File: config.mk
export PLATFORM = sky130hd
export DESIGN_NAME = bcrypt_cmp_config_dispatch
export DESIGN_NICKNAME = d
export VERILOG_FILES = /design/src/rtl/bcrypt_cmp_config_dispatch_pkg.sv /design/src/rtl/bcrypt_cmp_config_dispatch_drain_detect.sv /design/src/rtl/bcrypt_cmp_config_dispatch.sv
export SDC_FILE = /design/constraint.sdc
export NUM_CORES = 1
export LEC_CHECK = 0
export ABC_AREA = 0
export ABC_CLOCK_PERIOD_IN_PS = 1950
export BUFFER_PORTS_ARGS = -buffer_cell sky130_fd_sc_hd__buf_2
export CAP_MARGIN = 0
export CORE_MARGIN = 4
export CORE_UTILIZATION = 47
export CTS_CLUSTER_SIZE = 30
export DETAILED_ROUTE_END_ITERATION = 10
export GPL_TIMING_DRIVEN = 0
export PLACE_DENSITY = 0.77
export RECOVER_POWER = 50
export SLEW_MARGIN = 20
export SYNTH_ARGS = -nofsm -noshare
export SYNTH_HDL_FRONTEND = slang
export SYNTH_SLANG_ARGS = --single-unit
File: constraint.sdc
create_clock -name CLK -period 1.95 [get_ports CLK]
set_clock_uncertainty 0.05 [all_clocks]
set_input_delay 0.39 -clock CLK [delete_from_list [all_inputs] [get_ports CLK]]
set_output_delay 0.39 -clock CLK [all_outputs]
set_load 0.01 [all_outputs]
File: src/rtl/bcrypt_cmp_config_dispatch_pkg.sv
// Shared constants and types for the CMP_CONFIG apply sequencer.
package bcrypt_cmp_config_dispatch_pkg;

  // Config store layout: iter_count first, then the salt words.
  localparam int CFG_ADDR_ITER  = 0;
  localparam int CFG_ADDR_SALT0 = 1;
  localparam int CFG_NUM_SALT   = 4;
  localparam int CFG_NUM_WORDS  = CFG_ADDR_SALT0 + CFG_NUM_SALT;

  // Core-array init bus widths.
  localparam int CFG_ADDR_W = 4;
  localparam int CFG_DATA_W = 32;
  localparam int CFG_GEN_W  = 8;

  typedef enum logic [2:0] {
    ST_IDLE    = 3'd0,
    ST_DRAIN   = 3'd1,
    ST_BCAST   = 3'd2,
    ST_APPLY   = 3'd3,
    ST_RELEASE = 3'd4
  } disp_state_e;

endpackage

File: src/rtl/bcrypt_cmp_config_dispatch_drain_detect.sv
// Drain detection: idle-streak counter plus drain watchdog.
// Both counters are held at zero whenever run_i is low, so every drain
// episode starts from a clean count. The timeout flag is sticky until reset.
module bcrypt_cmp_config_dispatch_drain_detect #(
  parameter int TIMEOUT_W = 16
) (
  input  logic CLK,
  input  logic rst_n,
  input  logic run_i,
  input  logic all_idle_i,
  output logic drained_o,
  output logic timeout_o
);

  localparam logic [TIMEOUT_W-1:0] WDOG_MAX = '1;

  logic [1:0]           streak_q, streak_d;
  logic [TIMEOUT_W-1:0] wdog_q, wdog_d;
  logic                 timeout_q, timeout_d;

  // Next-state for streak (saturating at 2), watchdog (saturating) and flag.
  always_comb begin
    streak_d  = 2'd0;
    wdog_d    = '0;
    timeout_d = timeout_q;
    if (run_i) begin
      if (all_idle_i) begin
        streak_d = (streak_q == 2'd2) ? 2'd2 : streak_q + 2'd1;
      end
      wdog_d = (wdog_q == WDOG_MAX) ? wdog_q : wdog_q + TIMEOUT_W'(1);
      if (wdog_d == WDOG_MAX) begin
        timeout_d = 1'b1;
      end
    end
  end

  // Counter and flag registers.
  always_ff @(posedge CLK or negedge rst_n) begin
    if (!rst_n) begin
      streak_q  <= 2'd0;
      wdog_q    <= '0;
      timeout_q <= 1'b0;
    end else begin
      streak_q  <= streak_d;
      wdog_q    <= wdog_d;
      timeout_q <= timeout_d;
    end
  end

  // Second consecutive idle cycle: a job launched just before hold took
  // effect would have shown up as busy in one of the two.
  assign drained_o = run_i && all_idle_i && (streak_q == 2'd1);
  assign timeout_o = timeout_q;

endmodule

File: src/rtl/bcrypt_cmp_config_dispatch.sv
// CMP_CONFIG apply sequencer: holds job issue, drains the cores, broadcasts
// the stored config words to every core, then pulses the applied handshake.
//
// state   | meaning
// IDLE    | no apply in progress, jobs flow freely
// DRAIN   | job issue held, waiting for two consecutive all-idle cycles
// BCAST   | reading config words 0..NUM_WORDS-1, one per cycle
// APPLY   | last word being written; applied pulse and gen bump follow
// RELEASE | hold kept until the parser drops its request
module bcrypt_cmp_config_dispatch
  import bcrypt_cmp_config_dispatch_pkg::*;
#(
  parameter int NUM_CORES = 12,
  parameter int NUM_WORDS = CFG_NUM_WORDS,
  parameter int TIMEOUT_W = 16
) (
  input  logic                  CLK,
  input  logic                  rst_n,
  input  logic                  new_cmp_config,
  output logic                  cmp_config_applied,
  input  logic                  sign_extension_bug,
  input  logic [NUM_CORES-1:0]  cores_idle,
  output logic                  job_hold,
  output logic [CFG_ADDR_W-1:0] cfg_rd_addr,
  input  logic [CFG_DATA_W-1:0] cfg_rd_data,
  output logic                  core_cfg_wr_en,
  output logic [CFG_ADDR_W-1:0] core_cfg_addr,
  output logic [CFG_DATA_W-1:0] core_cfg_data,
  output logic                  core_cfg_sxbug,
  output logic [CFG_GEN_W-1:0]  config_gen,
  output logic                  drain_timeout
);

  localparam logic [CFG_ADDR_W-1:0] LAST_ADDR  = CFG_ADDR_W'(NUM_WORDS - 1);
  localparam logic [CFG_ADDR_W-1:0] FIRST_ADDR = CFG_ADDR_W'(CFG_ADDR_ITER);

  disp_state_e           state_q, state_d;
  logic [CFG_ADDR_W-1:0] rd_addr_q, rd_addr_d;
  logic                  job_hold_q;
  logic                  applied_q;
  logic                  wr_en_q;
  logic [CFG_ADDR_W-1:0] wr_addr_q;
  logic [CFG_DATA_W-1:0] wr_data_q;
  logic                  sxbug_q;
  logic [CFG_GEN_W-1:0]  gen_q;
  logic                  drained;
  logic                  timeout;

  bcrypt_cmp_config_dispatch_drain_detect #(
    .TIMEOUT_W (TIMEOUT_W)
  ) u_drain (
    .CLK        (CLK),
    .rst_n      (rst_n),
    .run_i      (state_q == ST_DRAIN),
    .all_idle_i (&cores_idle),
    .drained_o  (drained),
    .timeout_o  (timeout)
  );

  // Next-state and store read address.
  always_comb begin
    state_d   = state_q;
    rd_addr_d = rd_addr_q;
    case (state_q)
      ST_IDLE: begin
        rd_addr_d = '0;
        if (new_cmp_config) begin
          state_d = ST_DRAIN;
        end
      end
      ST_DRAIN: begin
        if (drained) begin
          state_d   = ST_BCAST;
          rd_addr_d = FIRST_ADDR;
        end
      end
      ST_BCAST: begin
        if (rd_addr_q == LAST_ADDR) begin
          state_d   = ST_APPLY;
          rd_addr_d = '0;
        end else begin
          rd_addr_d = rd_addr_q + CFG_ADDR_W'(1);
        end
      end
      ST_APPLY: begin
        state_d = ST_RELEASE;
      end
      ST_RELEASE: begin
        if (!new_cmp_config) begin
          state_d = ST_IDLE;
        end
      end
      default: begin
        state_d   = ST_IDLE;
        rd_addr_d = '0;
      end
    endcase
  end

  // State and read-address registers.
  always_ff @(posedge CLK or negedge rst_n) begin
    if (!rst_n) begin
      state_q   <= ST_IDLE;
      rd_addr_q <= '0;
    end else begin
      state_q   <= state_d;
      rd_addr_q <= rd_addr_d;
    end
  end

  // Registered outputs: broadcast bus lags the read address by one cycle,
  // so the applied pulse lands the cycle after the final write strobe.
  always_ff @(posedge CLK or negedge rst_n) begin
    if (!rst_n) begin
      job_hold_q <= 1'b0;
      applied_q  <= 1'b0;
      wr_en_q    <= 1'b0;
      wr_addr_q  <= '0;
      wr_data_q  <= '0;
      sxbug_q    <= 1'b0;
      gen_q      <= '0;
    end else begin
      job_hold_q <= (state_d != ST_IDLE);
      applied_q  <= (state_q == ST_APPLY);
      wr_en_q    <= (state_q == ST_BCAST);
      if (state_q == ST_BCAST) begin
        wr_addr_q <= rd_addr_q;
        wr_data_q <= cfg_rd_data;
        if (rd_addr_q == FIRST_ADDR) begin
          sxbug_q <= sign_extension_bug;
        end
      end
      if (state_q == ST_APPLY) begin
        gen_q <= gen_q + CFG_GEN_W'(1);
      end
    end
  end

  assign cmp_config_applied = applied_q;
  assign job_hold           = job_hold_q;
  assign cfg_rd_addr        = rd_addr_q;
  assign core_cfg_wr_en     = wr_en_q;
  assign core_cfg_addr      = wr_addr_q;
  assign core_cfg_data      = wr_data_q;
  assign core_cfg_sxbug     = sxbug_q;
  assign config_gen         = gen_q;
  assign drain_timeout      = timeout;

endmodule
==> summary.md, run 1 <==
| Metric | Value |
|---|---|
| DP Cell Count | `around 570` |
| CP cell instances | `nand4_1 > or4_4 > buf_8 > nand4_1 > xor2_1 > nor2_1` |
| Worst Setup Path Type | `reg -> reg` |
| Initial antenna violation count | `0` |
| Main combinational cell family by area after synthesis | `simple AND/OR/NAND/NOR gates` |
| Port bufs | `100` |
| Most frequent cell after synthesis | `nand2_1` |
| Die height | `between 90 and 100 um` |
| Synth Area in XOR/XNOR | `roughly 4.8%` |
| Top cells by count, synth | `nand2_1, dfrtp_1, nor2_1, nand4_1, a21oi_1` |
| Number of max-cap violations | `0` |
| Power per cell area | `roughly 820 nW/um^2` |
| Vias in the first global route | `3078` |
| Via/cell ratio | `just over 5` |
| TNS Setup | `-594.3 ps` |
| Pleak | `2.140 nW` |
| Finished Core Util | `a little over three fifths` |
| Synth Warn # | `0` |
| Comb pwr share | `between 20% and 30%` |
| Vias | `just over 3000` |
| Iteration-0 DRC Markers | `between 150 and 200` |
| VDD IR max | `between 0.0004 and 0.0005 V` |
| Reg power frac | `44.9%` |
| Power share of the clock group | `around 34%` |
| Mux contribution to synthesized area | `0.9772%` |
| Clock sinks | `74` |
| Placed standard-cell area | `~4000 um^2` |
| Seq/Total Area, Yosys | `roughly 54%` |
| Clock Path Buffers | `2` |
| Reg2reg setup slack | `-130 ps` |
| Initial Utilization | `47.92%` |
| Cell family with most CP delay | `simple AND/OR/NAND/NOR gates` |
| Worst path max stage delay | `around 610 ps` |
| Max-slew violations | `0` |
| First-pass GRT wire length | `between 10 and 15 mm` |
| Slew margin rel. | `approximately 58%` |
| Die area | `8792 um^2` |
| CP arrival | `approximately 2300 ps` |
| Post-Synth Simple-Gate Area | `28.27%` |
| Layout fillers | `between 600 and 700` |
| Avg Synthesized Cell Area | `between 9 and 10 um^2` |
| P&R area growth vs syn | `31.42%` |
| Cell area after layout | `around 4500 um^2` |
| Maximum level of the CTS H-tree | `3` |
| CP max stage cell | `or4_4` |
| Core Box Area | `between 7000 and 8000 um^2` |
| Synth Register Bits | `74` |
| Ranking of synthesized cells by area | `dfrtp_1, nand2_1, nand4_1` |
| Req. time, crit path | `~2100 ps` |
| Post-synth top area cell | `dfrtp_1` |
| Slew @ Worst Pin | `between 600 and 700 ps` |
| Ant. Diodes | `0` |
| Most common cell on crit path | `nand4_1` |
| Fraction of layout cells with a size suffix above 1 | `30.50%` |
| Clk slew on worst S/H paths | `90 ps` |
| Mapped cell area | `around 3500 um^2` |
| Yosys top cell area share | `a little over half` |
| Total design power | `between 0.003 and 0.004 W` |
| Async S/R FF share, synth | `between 90% and 100%` |
| Cell Count, Final, Fillers Out | `604` |
| Hold endpoint | `core_cfg_data[22]` |
| First-pass detailed-route iteration total | `5` |
| All-layer global routing usage | `between 10% and 20%` |
| Fmax | `0.4808 GHz` |
| Crit path max fanout | `10` |
| CP bufs+invs | `1` |
| Finish-stage setup viols | `8` |
| Clk root buf | `clkbuf_8` |
| Residual DRC | `0` |
| Run status | `finished, violations left` |
| Clock Latency Late Sink | `around 350 ps` |
| Failing checks | `setup timing` |
| Worst r2r path cells | `6` |
| TritonCTS clock tree | `built` |
| RSZ-0062 raised after global routing | `yes` |
| HP Class | `in -> reg` |
| HPWL Detailed | `approximately 5.7 mm` |
| Final WL | `about 8.6 mm` |
| Post-synth EDFFs | `0` |
| Final hold violations | `0` |
| Switching Power | `about 0.0011 W` |
| Setup WS post-layout | `-130.0 ps` |
| Nets | `around 550` |
| CP Capture Type | `register` |
| Reg2reg start | `u_drain.wdog_q[15]` |
| Pin count of the biggest net entering global routing | `53` |
| Main synth FF type | `dfrtp_1` |
| WL per Instance | `around 14 um` |
| Synth Area in Compound Gates | `6.551%` |
| Die W | `approximately 94 um` |
| Hold Path Stages | `3` |
| Min-delay src | `cfg_rd_data[22]` |
| CTS buffer count | `9` |
| Total grt overflow | `0` |
| Post-synthesis cell count | `around 370` |
| IO Count | `around 100` |
| Syn nets | `between 400 and 500` |
| FP Rows | `31` |
| Placer Congestion | `approximately 0.85` |
| Internal power | `between 0.002 and 0.003 W` |
| Adder-cell share of the synthesized area | `under 10%` |
| Final worst-path cycle share | `106.7%` |
| Sw frac | `29.79%` |
| FF-to-FF End | `u_drain.wdog_q[3]` |
| CP startpoint kind | `register` |
| Tmin final | `2080 ps` |
| Synth unique cells | `between 40 and 50` |
| Remaining antenna violation count after routing | `0` |
-- cell type report --
class / instances / area [um^2] / area share [%]
flip-flops and latches: 74 / 1857 / 40.87
well taps: 99 / 123.9 / 2.727
clock buffers: 9 / 123.9 / 2.727
multi-input cells: 271 / 1568 / 34.51
inverters: 7 / 26.28 / 0.5784
clock inverters: 7 / 83.83 / 1.845
plain buffers: 17 / 118.9 / 2.616
repair buffers: 120 / 641.9 / 14.13
-- state kept, by name (all words and copies together) (netlist names) --
name,cells
core_cfg_addr,4
u_drain.timeout_o,1
core_cfg_data,32
u_drain.streak_q,2
core_cfg_wr_en,1
state_q,3
config_gen,8
core_cfg_sxbug,1
cfg_rd_addr,4
job_hold,1
cmp_config_applied,1
u_drain.wdog_q,16
-- worst min-delay path: cells and delay by family --
family	cells	cell delay, ps
buf+inv	1	70
simple gates	2	80
-- worst max path at each step --
stage	depth (start not counted)	start	end	slack (ps)
global route	8	u_drain.wdog_q[5]	u_drain.timeout_o	-180
detailed placement	8	state_q[0]	core_cfg_data[23]	-180
floorplan	7	state_q[1]	cfg_rd_addr[3]	50
global placement	8	u_drain.wdog_q[1]	u_drain.timeout_o	-150
finish	6	u_drain.wdog_q[15]	u_drain.wdog_q[3]	-130
CTS	8	u_drain.wdog_q[0]	u_drain.timeout_o	-4
-- layout by cell type (no fill, tap or decap), drive strengths merged, types with 4 or more instances in the layout --
| cell | instances |
|---|---|
| nand2 | 127 |
| buf | 110 |
| dfrtp | 74 |
| clkbuf | 35 |
| nor2 | 19 |
| nand4 | 16 |
| o21ai | 12 |
| a21oi | 11 |
| xnor2 | 10 |
| inv | 10 |
| xor2 | 9 |
| ha | 6 |
| and2 | 6 |
| nor3 | 5 |
| nand3 | 5 |
| nor4 | 4 |
| and3 | 4 |
-- repair_timing --
| action | in CTS | in global routing |
|---|---|---|
| endpoints found under the hold margin | 22 | 0 |
| gates resized for setup | 10 | 21 |
| endpoints found under the setup margin | 38 | 35 |
| setup buffers | 6 | 12 |
| hold buffers | 1 | 0 |
| pin swaps | 5 | 17 |
-- kinds of logic after synthesis --
family,after synthesis
fa+ha+maj,6
flops,74
buf+inv,26
compound gates,37
simple gates,206
xor+xnor,19
mux,3
-- layer usage --
| metal | global-route usage [%] | part of all wire (%) |
|---|---|---|
| met3 | 6.811 | 8.2 |
| met2 | 32.11 | 48 |
| met4 | 6.137 | 2.2 |
| met5 | 0 | 0 |
| met1 | 24.42 | 41 |
-- power by group through the flow --
stage / clock [W] / sequential (W) / combinational (W)
after floorplan: 0 / 0.00169 / 0.000403
after CTS: 0.00128 / 0.00165 / 0.000652
after detailed placement: 0 / 0.00170 / 0.000567
after global routing: 0.00136 / 0.00167 / 0.000862
final: 0.00125 / 0.00166 / 0.000791
after global placement: 0 / 0.00169 / 0.000538
-- through the flow --
step / worst slack, ps / hold slack [ps]
floorplan: 51.23 / 44.41
detailed placement: -181.2 / 264.0
CTS: -4.176 / 158.8
global placement: -149.1 / 402.8
finish: -130.0 / 173.7
global route: -180.7 / 160.9
Note: power is estimated with default switching activity, not from simulation.
==> run 2: changes to the inputs <==
CTS_CLUSTER_SIZE = 14   (was 30)
SYNTH_HIERARCHICAL = 1   (was not set)
TNS_END_PERCENT = 50   (was not set)
==> run 2 against run 1 <==
Effect of this change: the flow still finishes with violations (setup timing); combinational power shrank 10%; non-clock buffer count shrank 2; critical path depth is the same; worst setup slack gained 100 ps; global-route usage shrank 1.5 points; sequential cell count is the same; first-iteration DRC count shrank 34%; critical endpoint is now u_drain/timeout_o; largest power group unchanged.
==> summary.md, run 2 <==
| Metric | Value |
|---|---|
| Run status | `finished, violations left (unchanged)` |
| Failing checks | `setup timing (unchanged)` |
| CTS buffer count | `9 (unchanged)` |
| Worst hold margin | `229.1 ps (was 173.7 ps)` |
| Crit path max fanout | `6 (was 10)` |
| Yosys top cell area share | `52.37% (was 53.56%)` |
| Mapped cell area | `3536 um^2 (was 3457 um^2)` |
| Most frequent cell after synthesis | `dfrtp_1 (was nand2_1)` |
| Nets | `484 (was 554)` |
| Max-slew violations | `0 (unchanged)` |
| Reg2reg start | `u_drain/wdog_q[0] (was u_drain.wdog_q[15])` |
| Post-synth top area cell | `dfrtp_1 (unchanged)` |
| Core Box Area | `7292 um^2 (was 7214 um^2)` |
| Die area | `8975 um^2 (was 8792 um^2)` |
| Clk root buf | `clkbuf_8 (unchanged)` |
| Finished Core Util | `63.62% (was 62.97%)` |
| Clock sinks | `74 (unchanged)` |
| Cell family with most CP delay | `simple AND/OR/NAND/NOR gates (unchanged)` |
| Synth Register Bits | `74 (unchanged)` |
| HPWL Detailed | `5.634 mm (was 5.715 mm)` |
| Number of max-cap violations | `0 (unchanged)` |
| Fmax | `0.5054 GHz (was 0.4808 GHz)` |
| Fraction of layout cells with a size suffix above 1 | `44.24% (was 30.50%)` |
| Residual DRC | `0 (unchanged)` |
| Slew @ Worst Pin | `1225 ps (was 633.0 ps)` |
| P&R area growth vs syn | `31.21% (was 31.42%)` |
| DP Cell Count | `496 (was 571)` |
| Via/cell ratio | `5.437 (was 5.114)` |
| Req. time, crit path | `2140 ps (was 2120 ps)` |
| CP max stage cell | `or4_4 (unchanged)` |
| VDD IR max | `0.0005176 V (was 0.0004175 V)` |
| CP startpoint kind | `register (unchanged)` |
| Hold endpoint | `core_cfg_sxbug (was core_cfg_data[22])` |
| CP bufs+invs | `0 (was 1)` |
| Port bufs | `100 (unchanged)` |
| First-pass GRT wire length | `12.94 mm (was 13.84 mm)` |
| Min-delay src | `sign_extension_bug (was cfg_rd_data[22])` |
| Pin count of the biggest net entering global routing | `54 (was 53)` |
| Reg2reg setup slack | `-30 ps (was -130 ps)` |
| Commonest non-fill, non-tap cell in the layout | `buf_2 (was nand2_1)` |
| TritonCTS clock tree | `built (unchanged)` |
| Post-synth EDFFs | `0 (unchanged)` |
| Total grt overflow | `0 (unchanged)` |
| Syn nets | `350 (was 425)` |
| Ranking of synthesized cells by area | `dfrtp_1, mux2_2, buf_6 (was dfrtp_1, nand2_1, nand4_1)` |
| Initial Utilization | `48.49% (was 47.92%)` |
| RSZ-0062 raised after global routing | `yes (unchanged)` |
| Top cells by count, synth | `dfrtp_1, mux2_2, nand2_1, nor2_1, a21oi_1 (was nand2_1, dfrtp_1, nor2_1, nand4_1, a21oi_1)` |
| FP Rows | `31 (unchanged)` |
| Avg Synthesized Cell Area | `11.95 um^2 (was 9.318 um^2)` |
| Initial antenna violation count | `0 (unchanged)` |
| Main synth FF type | `dfrtp_1 (unchanged)` |
| CP Capture Type | `register (unchanged)` |
| CP arrival | `2170 ps (was 2250 ps)` |
| CP cell instances | `ha_4 > nand4_4 > or4_4 > a21oi_4 > o211ai_2 > o41ai_2 (was nand4_1 > or4_4 > buf_8 > nand4_1 > xor2_1 > nor2_1)` |
| Die W | `94.74 um (was 93.77 um)` |
| Vias in the first global route | `2812 (was 3078)` |
| Clock Path Buffers | `2 (unchanged)` |
| Commonest cells after routing, fill and taps aside | `buf_2, dfrtp_1, mux2_2 (was nand2_1, buf_2, dfrtp_1)` |
| Worst r2r path cells | `6 (unchanged)` |
| Worst path max stage delay | `570 ps (was 610 ps)` |
| Final hold violations | `0 (unchanged)` |
| Synth unique cells | `49 (was 48)` |
| Remaining antenna violation count after routing | `0 (unchanged)` |
| Max FFs per register | `32 (unchanged)` |
| Iteration-0 DRC Markers | `117 (was 176)` |
| All-layer global routing usage | `18.17% (was 19.62%)` |
| Post-synthesis cell count | `296 (was 371)` |
| Seq/Total Area, Yosys | `52.37% (was 53.56%)` |
| Worst slack, placed | `-223.8 ps (was -181.2 ps)` |
| Final WL | `8.176 mm (was 8.630 mm)` |
| Vias | `2898 (was 3089)` |
| Clk slew on worst S/H paths | `80 ps (was 90 ps)` |
| Finish-stage setup viols | `1 (was 8)` |
| Slew margin rel. | `18.33% (was 57.80%)` |
| Async S/R FF share, synth | `100.0% (unchanged)` |
| Placer Congestion | `0.9290 (was 0.8456)` |
| Die height | `94.74 um (was 93.77 um)` |
| FF-to-FF End | `u_drain/timeout_o (was u_drain.wdog_q[3])` |
| Pleak | `2.287 nW (was 2.140 nW)` |
| First-pass detailed-route iteration total | `4 (was 5)` |
| Cell Count, Final, Fillers Out | `533 (was 604)` |
| Maximum level of the CTS H-tree | `3 (unchanged)` |
| WL per Instance | `15.34 um (was 14.29 um)` |
| Setup WS post-layout | `-28.54 ps (was -130.0 ps)` |
| Synth Warn # | `6 (was 0)` |
| Worst Setup Path Type | `reg -> reg (unchanged)` |
| HP Class | `in -> reg (unchanged)` |
| Final worst-path cycle share | `101.5% (was 106.7%)` |
| Tmin final | `1979 ps (was 2080 ps)` |
| Ant. Diodes | `0 (unchanged)` |
| Hold Path Stages | `2 (was 3)` |
| IO Count | `101 (unchanged)` |
| Power per cell area | `822.9 nW/um^2 (was 815.3 nW/um^2)` |
| Clock Latency Late Sink | `340 ps (was 350 ps)` |
[run 2: cell type report]
cell class,instances,area [um^2]
plain buffers,11,108.9
clock buffers,10,127.6
clock inverters,5,103.9
fillers,573,2653
inverters,10,37.54
multi-input cells,200,1597
flip-flops and latches,74,1862
well taps,99,123.9
repair buffers,124,679.4
[run 2: timing repair]
action                                  4_1_cts  5_1_grt
pin swaps                                     2        9
setup buffers                                 5       17
endpoints found under the setup margin       12       10
hold endpoints to repair                     21        0
hold buffers                                  1        0
resized for setup                             7       10
[run 2: where the power goes]
| group | switching, W | internal [W] | total (W) |
|---|---|---|---|
| Clock | 0.000557 | 0.000844 | 0.00140 |
| Sequential | 0.0000948 | 0.00161 | 0.00171 |
| Combinational | 0.000383 | 0.000327 | 0.000709 |
| Total | 0.00103 | 0.00278 | 0.00382 |
[run 2: logic make-up after synthesis]
family / after synthesis / synth area share [%]
xor gates and xnor gates: 15 / 3.716
buffers and inverters: 22 / 4.388
DFF: 74 / 52.37
adders and majority gates: 6 / 2.123
and+or+nand+nor: 100 / 16.74
muxes: 38 / 12.10
AOI/OAI and AO/OA: 41 / 8.564
[run 2: how the worst max path moves through the flow]
stage                            startpoint           endpoint  slack (ps)  cells past startpoint
after CTS                 u_drain/wdog_q[1]  u_drain/timeout_o         -40                      6
after global placement    u_drain/wdog_q[1]  u_drain/timeout_o        -220                      6
final                     u_drain/wdog_q[0]  u_drain/timeout_o         -30                      6
after global routing      u_drain/wdog_q[0]  u_drain/timeout_o         -90                      6
after detailed placement  u_drain/wdog_q[1]  u_drain/timeout_o        -220                      6
after floorplan           u_drain/wdog_q[1]  u_drain/timeout_o          10                      6
[run 2: through the flow]
stage	TNS [ps]	area (um^2)	total power, W
after floorplan	0	3568	0.002121
after global placement	-1162	4193	0.002266
after detailed placement	-892.7	4223	0.002301
after CTS	-42.91	4533	0.003769
after global routing	-2062	4639	0.003988
final	-28.54	4639	0.003818
[run 2: per-layer routing]
| metal | vias to the layer above | track usage (%) | share of wire, % |
|---|---|---|---|
| met5 | - | 0 | 0 |
| met4 | 0 | 6.611 | 1.3 |
| met3 | 8 | 5.418 | 9.9 |
| met2 | 131 | 30.71 | 48 |
| li1 | 1338 | - | - |
| met1 | 1421 | 21.90 | 41 |
[run 2: worst register-to-register path, stage by stage, from the launching register on]
cell      delay (ps)
dfrtp_2          400
ha_4             200
nand4_4          100
or4_4            570
a21oi_4          140
o211ai_2          90
o41ai_2          330
==> run 3: changes to the inputs <==
--- a/config.mk
+++ b/config.mk
@@ -10,5 +10,4 @@
 export BUFFER_PORTS_ARGS = -buffer_cell sky130_fd_sc_hd__buf_2
 export CAP_MARGIN = 0
-export CORE_MARGIN = 4
 export CORE_UTILIZATION = 47
 export CTS_CLUSTER_SIZE = 14
==> constraint.sdc (replaced) <==
create_clock -name CLK -period 1.95 [get_ports CLK]
set_clock_uncertainty 0.05 [all_clocks]
set_input_delay 0.0975 -clock CLK [delete_from_list [all_inputs] [get_ports CLK]]
set_output_delay 0.0975 -clock CLK [all_outputs]
set_load 0.01 [all_outputs]
==> run 3 against run 2 <==
Effect of this change: the run still ends with setup timing left; via count rose by 2.9%; final cell count rose by 6.6%; utilization rose by 4.6 points; total power fell by 5.0%; sequential cell count did not move; non-clock buffer count rose by 34; register-to-register slack barely moved; die area fell by 12%; global-route usage rose by 4.6 points; sequential share of layout area fell by 2.5 points; highest routed layer unchanged.
==> summary.md, run 3 (synthesized netlist as in run 2, its figures left out) <==
| Metric | Value |
|---|---|
| Via/cell ratio | `5.252 (was 5.437)` |
| Die W | `88.74 um (was 94.74 um)` |
| Power per cell area | `733.1 nW/um^2 (was 822.9 nW/um^2)` |
| CP Capture Type | `register (unchanged)` |
| WL per Instance | `15.54 um (was 15.34 um)` |
| FP Rows | `31 (unchanged)` |
| Ant. Diodes | `0 (unchanged)` |
| Final worst-path cycle share | `100.7% (was 101.5%)` |
| Final hold violations | `0 (unchanged)` |
| P&R area growth vs syn | `39.99% (was 31.21%)` |
| Crit path max fanout | `5 (was 6)` |
| Clk slew on worst S/H paths | `80 ps (about the same)` |
| Nets | `518 (was 484)` |
| Clock Latency Late Sink | `350 ps (was 340 ps)` |
| Switching Power | `0.001098 W (was 0.001034 W)` |
| Placer Congestion | `0.9153 (was 0.9290)` |
| CP arrival | `2160 ps (was 2170 ps)` |
| Die height | `88.74 um (was 94.74 um)` |
| Clock sinks | `74 (unchanged)` |
| Initial antenna violation count | `0 (unchanged)` |
| Comb pwr share | `23.1% (was 18.6%)` |
| Layout fillers | `532 (was 573)` |
| Tmin final | `1964 ps (was 1979 ps)` |
| HP Class | `in -> reg (unchanged)` |
| Slew @ Worst Pin | `1132 ps (was 1225 ps)` |
| Failing checks | `setup timing (unchanged)` |
| Run status | `finished, violations left (unchanged)` |
| Final WL | `8.825 mm (was 8.176 mm)` |
| Commonest non-fill, non-tap cell in the layout | `buf_2 (unchanged)` |
| Clock Path Buffers | `2 (unchanged)` |
| Clk root buf | `clkbuf_8 (unchanged)` |
| Sw frac | `30.26% (was 27.09%)` |
| Fraction of layout cells with a size suffix above 1 | `40.30% (was 44.24%)` |
| Finish-stage setup viols | `1 (unchanged)` |
| Initial Utilization | `48.75% (was 48.49%)` |
| Total grt overflow | `0 (unchanged)` |
| Cell Count, Final, Fillers Out | `568 (was 533)` |
| Commonest cells after routing, fill and taps aside | `buf_2, dfrtp_1, mux2_2 (unchanged)` |
| Power share of the clock group | `29.9% (was 36.7%)` |
| FF-to-FF End | `u_drain/timeout_o (unchanged)` |
| CP startpoint kind | `register (unchanged)` |
| Maximum level of the CTS H-tree | `3 (unchanged)` |
| VDD IR max | `0.0003561 V (was 0.0005176 V)` |
| IO Count | `101 (unchanged)` |
| First-pass GRT wire length | `13.53 mm (was 12.94 mm)` |
| Slew margin rel. | `24.53% (was 18.33%)` |
| Pin count of the biggest net entering global routing | `58 (was 54)` |
| Finished Core Util | `68.24% (was 63.62%)` |
| Reg2reg setup slack | `-10 ps (was -30 ps)` |
| Core Box Area | `7253 um^2 (was 7292 um^2)` |
| Fmax | `0.5092 GHz (was 0.5054 GHz)` |
| Max FFs per register | `32 (unchanged)` |
| Remaining antenna violation count after routing | `0 (unchanged)` |
| Reg power frac | `47.0% (was 44.7%)` |
| Reg2reg start | `u_drain/wdog_q[0] (unchanged)` |
| Port bufs | `100 (unchanged)` |
| Hold endpoint | `u_drain/streak_q[0] (was core_cfg_sxbug)` |
| All-layer global routing usage | `22.73% (was 18.17%)` |
| Number of max-cap violations | `0 (unchanged)` |
| Worst r2r path cells | `7 (was 6)` |
| Hold Path Stages | `4 (was 2)` |
| Iteration-0 DRC Markers | `103 (was 117)` |
| HPWL Detailed | `5.238 mm (was 5.634 mm)` |
| First-pass detailed-route iteration total | `4 (unchanged)` |
| Vias | `2983 (was 2898)` |
| Vias in the first global route | `2906 (was 2812)` |
| TritonCTS clock tree | `built (unchanged)` |
| RSZ-0062 raised after global routing | `yes (unchanged)` |
| CTS buffer count | `9 (unchanged)` |
| Internal power | `0.002531 W (was 0.002784 W)` |
| DP Cell Count | `496 (unchanged)` |
| Min-delay src | `cores_idle[6] (was sign_extension_bug)` |
| Residual DRC | `0 (unchanged)` |
| Max-slew violations | `0 (unchanged)` |
| Req. time, crit path | `2140 ps (about the same)` |
| Worst Setup Path Type | `reg -> reg (unchanged)` |
| Die area | `7874 um^2 (was 8975 um^2)` |
| Setup WS post-layout | `-14.04 ps (was -28.54 ps)` |
| Pleak | `2.385 nW (was 2.287 nW)` |
run 3: how the worst max path moves through the flow:
stage / start / to / slack (ps) / cells past startpoint
floorplan: u_drain/wdog_q[1] / u_drain/timeout_o / 10 / 6
finish: u_drain/wdog_q[0] / u_drain/timeout_o / -10 / 7
global route: u_drain/wdog_q[1] / u_drain/timeout_o / -120 / 7
global placement: u_drain/wdog_q[1] / u_drain/timeout_o / -220 / 6
CTS: u_drain/wdog_q[0] / u_drain/timeout_o / -20 / 6
detailed placement: u_drain/wdog_q[1] / u_drain/timeout_o / -240 / 6
run 3: worst max-delay path, stage by stage, from the launching register on:
cell     delay (ps)
dfrtp_2         400
ha_4            180
buf_6           110
nand3_4          70
or3_4           410
a41oi_2         170
nand3_1         120
o41ai_2         340
run 3: per-layer routing:
metal | GRT usage, % | vias to the layer above | part of all wire (%)
li1 | - | 1410 | -
met1 | 28.55 | 1440 | 43
met2 | 38.11 | 119 | 48
met3 | 4.757 | 14 | 6.5
met4 | 9.677 | 0 | 1.9
met5 | 0 | - | 0
run 3: per-stage QoR:
stage	setup slack (ps)	power [W]	hold slack, ps	area, um^2	setup TNS, ps
2_1_floorplan	10.41	0.002121	-248.1	3568	0
3_3_place_gp	-217.8	0.002267	267.9	4193	-1066
3_5_place_dp	-236.5	0.002301	-55.77	4223	-1109
4_1_cts	-24.24	0.003601	84.17	4908	-24.24
5_1_grt	-115.7	0.003809	115.9	4950	-1258
6_report	-14.04	0.003629	98.93	4950	-14.04
run 3: power by group through the flow:
stage	Clock [W]	Combinational, W	Sequential (W)
floorplan	0	0.000397	0.00172
global placement	0	0.000527	0.00174
detailed placement	0	0.000554	0.00175
CTS	0.00110	0.000795	0.00170
global route	0.00118	0.000911	0.00172
finish	0.00108	0.000839	0.00171
run 3: area by class of cell:
type	instances	area, um^2	share of cell area, %
sequential	74	1863	37.64
clock inverter	6	41.29	0.8342
clock buffer	10	137.6	2.781
timing repair buffer	158	1022	20.65
buffer	11	108.9	2.199
tap	99	123.9	2.503
multi-input combinational	200	1615	32.63
inverter	10	37.54	0.7583
run 3: what timing repair did:
item | CTS | global route
endpoints found under the setup margin | 12 | 6
buffers inserted | 15 | 7
gates resized for setup | 19 | 6
hold endpoints to repair | 109 | 0
pin swaps | 11 | 7
hold buffers | 35 | 0
